**src/rtl/apple1_pia.sv**
```systemverilog
// Apple-1 style PIA: keyboard FIFO and display handshake behind the $D010-$D013 bus window.
// The read data mux is combinational; all state changes happen on the rising clk edge.
module apple1_pia #(
    parameter int FIFO_AW = 2
) (
    input  logic       clk,
    input  logic       rst,
    input  logic       enable,
    input  logic       cs,
    input  logic [1:0] addr,
    input  logic       we,
    input  logic [7:0] din,
    output logic [7:0] dout,
    input  logic [6:0] kbd_data,
    input  logic       kbd_valid,
    output logic       kbd_ready,
    output logic [6:0] dsp_data,
    output logic       dsp_valid,
    input  logic       dsp_ready
);

    localparam int DEPTH = 1 << FIFO_AW;

    typedef enum logic [1:0] {
        REG_KBD   = 2'd0,
        REG_KBDCR = 2'd1,
        REG_DSP   = 2'd2,
        REG_DSPCR = 2'd3
    } reg_sel_e;

    logic [6:0]         mem [DEPTH];
    logic [FIFO_AW-1:0] rd_ptr;
    logic [FIFO_AW-1:0] wr_ptr;
    logic [FIFO_AW:0]   count;
    logic [6:0]         kbdcr;
    logic [6:0]         dspcr;
    logic               busy;

    logic empty;
    logic full;
    logic bus_rd;
    logic bus_wr;
    logic push;
    logic pop;
    logic dsp_done;
    logic dsp_accept;

    assign empty      = (count == '0);
    assign full       = (count == (FIFO_AW + 1)'(DEPTH));
    assign kbd_ready  = ~full;
    assign dsp_valid  = busy;

    assign bus_rd     = enable & cs & ~we;
    assign bus_wr     = enable & cs & we;
    assign push       = kbd_valid & kbd_ready;
    assign pop        = bus_rd & (addr == REG_KBD) & ~empty;

    // A completing transfer frees the display register on the same edge a new write lands.
    assign dsp_done   = busy & dsp_ready;
    assign dsp_accept = bus_wr & (addr == REG_DSP) & (~busy | dsp_ready);

    // NOTE: the FIFO storage has no reset; the empty flag masks whatever stale data it holds.
    always_ff @(posedge clk) begin
        if (push) mem[wr_ptr] <= kbd_data;
    end

    // NOTE: state registers use non-blocking assignments so every update sees pre-edge values.
    always_ff @(posedge clk or posedge rst) begin
        if (rst) begin
            rd_ptr   <= '0;
            wr_ptr   <= '0;
            count    <= '0;
            kbdcr    <= '0;
            dspcr    <= '0;
            busy     <= 1'b0;
            dsp_data <= '0;
        end else begin
            if (push) wr_ptr <= wr_ptr + 1'b1;
            if (pop)  rd_ptr <= rd_ptr + 1'b1;

            case ({push, pop})
                2'b10:   count <= count + 1'b1;
                2'b01:   count <= count - 1'b1;
                default: count <= count;
            endcase

            if (bus_wr && addr == REG_KBDCR) kbdcr <= din[6:0];
            if (bus_wr && addr == REG_DSPCR) dspcr <= din[6:0];

            if (dsp_accept) begin
                dsp_data <= din[6:0];
                busy     <= 1'b1;
            end else if (dsp_done) begin
                busy     <= 1'b0;
            end
        end
    end

    // NOTE: every path assigns dout first, so this block cannot infer a latch.
    always_comb begin
        dout = 8'h00;
        case (addr)
            REG_KBD:   dout = empty ? 8'h00 : {1'b1, mem[rd_ptr]};
            REG_KBDCR: dout = {~empty, kbdcr};
            REG_DSP:   dout = {busy, dsp_data};
            REG_DSPCR: dout = {1'b0, dspcr};
            default:   dout = 8'h00;
        endcase
    end

endmodule
```
**config.mk**
```make
export PLATFORM = sky130hd
export DESIGN_NAME = apple1_pia
export DESIGN_NICKNAME = d
export VERILOG_FILES = /design/src/rtl/apple1_pia.sv
export SDC_FILE = /design/constraint.sdc
export NUM_CORES = 1
export LEC_CHECK = 0
export BUFFER_PORTS_ARGS = -buffer_cell sky130_fd_sc_hd__buf_2
export CORE_MARGIN = 1.5
export CORE_UTILIZATION = 56
export CTS_CLUSTER_SIZE = 12
export DETAILED_ROUTE_END_ITERATION = 12
export GPL_TIMING_DRIVEN = 0
export HOLD_SLACK_MARGIN = 0.03
export PLACE_DENSITY = 0.83
export SYNTH_ARGS = -nofsm -noshare
export SYNTH_HDL_FRONTEND = slang
export SYNTH_SLANG_ARGS = --single-unit
```
**constraint.sdc**
```tcl
create_clock -name clk -period 2.6 [get_ports clk]
set_input_delay 0.26 -clock clk [delete_from_list [all_inputs] [get_ports clk]]
set_output_delay 0.26 -clock clk [all_outputs]
set_load 0.1 [all_outputs]
```
==> qor.csv <==
metric;value;unit
outcome;finished clean;
fin_crit_sh;88.7;%
synthTopCellsByArea;edfxtp_1, dfrtp_1, mux2_2;
first_pass_iters;4;
postCtsHoldBufs;0;
fmax;433;MHz
nets;245;
synth_top_area_share;32.8;%
overflow;0;
sw_frac_of_total;38.4;%
drive_gt1_share;40.9;%
fin_skew;0.00614;ns
fin_ws;0.293;ns
vias_per_cell;5.47;
cp.required;2.85;ns
p_int;0.00211;W
path_clk_slew;0.07;ns
routedWlPerCell;16.3;microns
grt_max_degree;30;
drv_cap;0;
port_buffers;39;
crit_type;reg -> reg;
max_stage_delay;0.55;ns
die_h;70.7;microns
clock_path_buffers;2;
clock_power_share;25.6;%
synth-seq-area-share;61.1;%
ctsHtreeMaxLevel;3;
clkLatencyLatePin;0.33;ns
cts_tree;built;
synth-main-ff-cell;dfrtp_1;
drtIter0Drc;80;
cts_made_buffers;9;
cpLargestDelayFamily;simple AND/OR/NAND/NOR gates;
p_seq_share;37.4;%
initial_core_util;58.5;%
wl;4430;microns
setup_viol;0;
start_kind;flop;
netlist_area;2560;sq um
synth_nets;195;
grt_pass1_wl;7400;microns
multi_input_area;898;sq um
whs;0.145;ns
vdd_drop_max;0.571;mV
fillers;304;
finalHoldViolations;0;
root_buffer;clkbuf_8;
die_x;70.7;microns
power.leakage;1.33;nW
insertedDiodeCount;0;
period_minus_slack;2.31;ns
final_max_slew_viol_count;0;
cp.arrival;2.56;ns
p_comb_share;37.0;%
rows;24;
final-seq-area;1570;sq um
cts.sinks;57;
crit_fanout;6;
syn_inst;165;
path_cells;or3b_2 > and2_4 > inv_1 > ha_1 > inv_1 > fa_1 > xor2_1 > nor2_1 > xor2_1;
ctsResizeCount;0;
place_hpwl;3150;microns
gp_congestion;0.783;
dieArea;4990;sq um
pwr_density_cell;1130;nW/um^2
yosys_warnings;0;
antenna_found_initial;0;
via_count;1487;
synth_simple_gate_area_share;5.56;%
synth_top_family_by_area;multiplexers;
critPathBufInv;2;
io_pins;41;
rsz0062_at_grt;false;
ys_seq_elements;57;
cp_slowest_cell;or3b_2;
grt_usage;20.1;%
synth_compound_area_share;3.90;%
slew_headroom;27.4;%
cts_setup_buffers;0;
drc;0;
worst_pin_slew;1.09;ns
grt_pass1_vias;1536;
ant_nets;0;
ys_types;34;
synth_top_area_cell;edfxtp_1;
total_power;0.00343;W
synth_mux_area_share;20.3;%
area_growth;18.8;%
min_path_type;in -> reg;
syn_avg_cell_area;15.5;sq um
end_kind;flop;
post-place-ws;0.306;ns
core;4380;sq um
synthAdderAreaFrac;3.22;%
postSynth.asyncResetShare;50.9;%
p_switching;0.00132;W
synth_xor_area_share;2.05;%
synth_edf_count;28;
## registers in the layout, indices dropped and copies added, names as in the netlist
signal and cells:
dspcr 7, mem 28, rd_ptr 2, kbdcr 7, dsp_data 7, dsp_valid 1, count 3, wr_ptr 2
## worst paths after layout
check | start | to | slack, ns | cells after the start
setup / recovery | count[0] | count[2] | 0.29 | 9
hold / removal | kbd_data[0] | mem[0][0] | 0.15 | 1
setup reg to reg | count[0] | count[2] | 0.29 | 9
hold reg to reg | dspcr[6] | dspcr[6] | 0.49 | 1
max in group asynchronous | rst | kbdcr[6] | 1.74 | 2
min in group asynchronous | rst | wr_ptr[1] | 0.19 | 2
## layout make-up
class / instances / share of cell area [%]
Clock buffer: 16 / 7.31
Buffer: 7 / 1.27
Tap cell: 52 / 2.14
Sequential cell: 57 / 51.4
Inverter: 16 / 1.97
Timing Repair Buffer: 39 / 6.41
Multi-Input combinational cell: 85 / 29.5
## synthesized netlist by cell type, types with 2 or more instances
cell	count
mux4_2	7
xnor2_1	3
mux2_2	15
dfrtp_1	29
clkbuf_1	2
xor2_1	3
buf_2	4
inv_1	16
and3_1	4
edfxtp_1	28
o21ai_0	8
a22oi_1	7
ha_1	5
nor2b_1	2
mux2_4	7
mux2_1	7
## power groups by stage
| stage | clock [W] | combinational (W) | sequential [W] |
|---|---|---|---|
| floorplan | 0 | 0.000880 | 0.00146 |
| global placement | 0 | 0.00125 | 0.00129 |
| detailed placement | 0 | 0.00128 | 0.00130 |
| CTS | 0.000893 | 0.00129 | 0.00129 |
| global route | 0.000938 | 0.00137 | 0.00131 |
| finish | 0.000878 | 0.00127 | 0.00128 |
## metrics by stage
step	util [%]	cells	area [sq um]	TNS, ns
final	69.5	272	3050	0
after global routing	69.5	272	3050	0
after CTS	69.5	272	3050	0
after detailed placement	64.4	256	2820	0
after global placement	64.4	256	2820	0
after floorplan	-	165	2560	-1.98
## worst register-to-register path, cell delays in order (launching register included)
cell and delay (ns):
dfrtp_1 0.41, or3b_2 0.55, and2_4 0.20, inv_1 0.05, ha_1 0.17, inv_1 0.06
fa_1 0.37, xor2_1 0.15, nor2_1 0.11, xor2_1 0.15
## cells by family after synthesis
logic type               count (synthesis)
AND/OR/NAND/NOR                         20
buffers and inverters                   23
adder cells (fa/ha/maj)                  6
XOR/XNOR                                 6
multiplexers                            37
flip-flops                              57
AO/OA/AOI/OAI                           16
## layout by cell type, fill, tap and decap left out, types with 2 or more instances in the layout
cell type	count
mux2_4	7
dfrtp_1	29
inv_1	16
a22oi_1	7
xnor2_1	3
clkbuf_1	4
mux2_1	7
nor2b_1	2
o21ai_1	5
edfxtp_1	28
and3_1	4
clkbuf_8	12
ha_1	5
o21ai_0	3
buf_2	43
mux2_2	15
mux4_2	7
xor2_1	3
clkbuf_16	2
## layer usage
metal | part of all wire (%) | vias to the layer above | global-route usage (%)
li1 | - | 706 | -
met1 | 45 | 738 | 24.8
met2 | 50 | 34 | 33.3
met3 | 3.6 | 9 | 5.13
met4 | 1.7 | 0 | 10.1
met5 | 0 | - | 0
No activity file was read; power rests on OpenSTA's default activity.
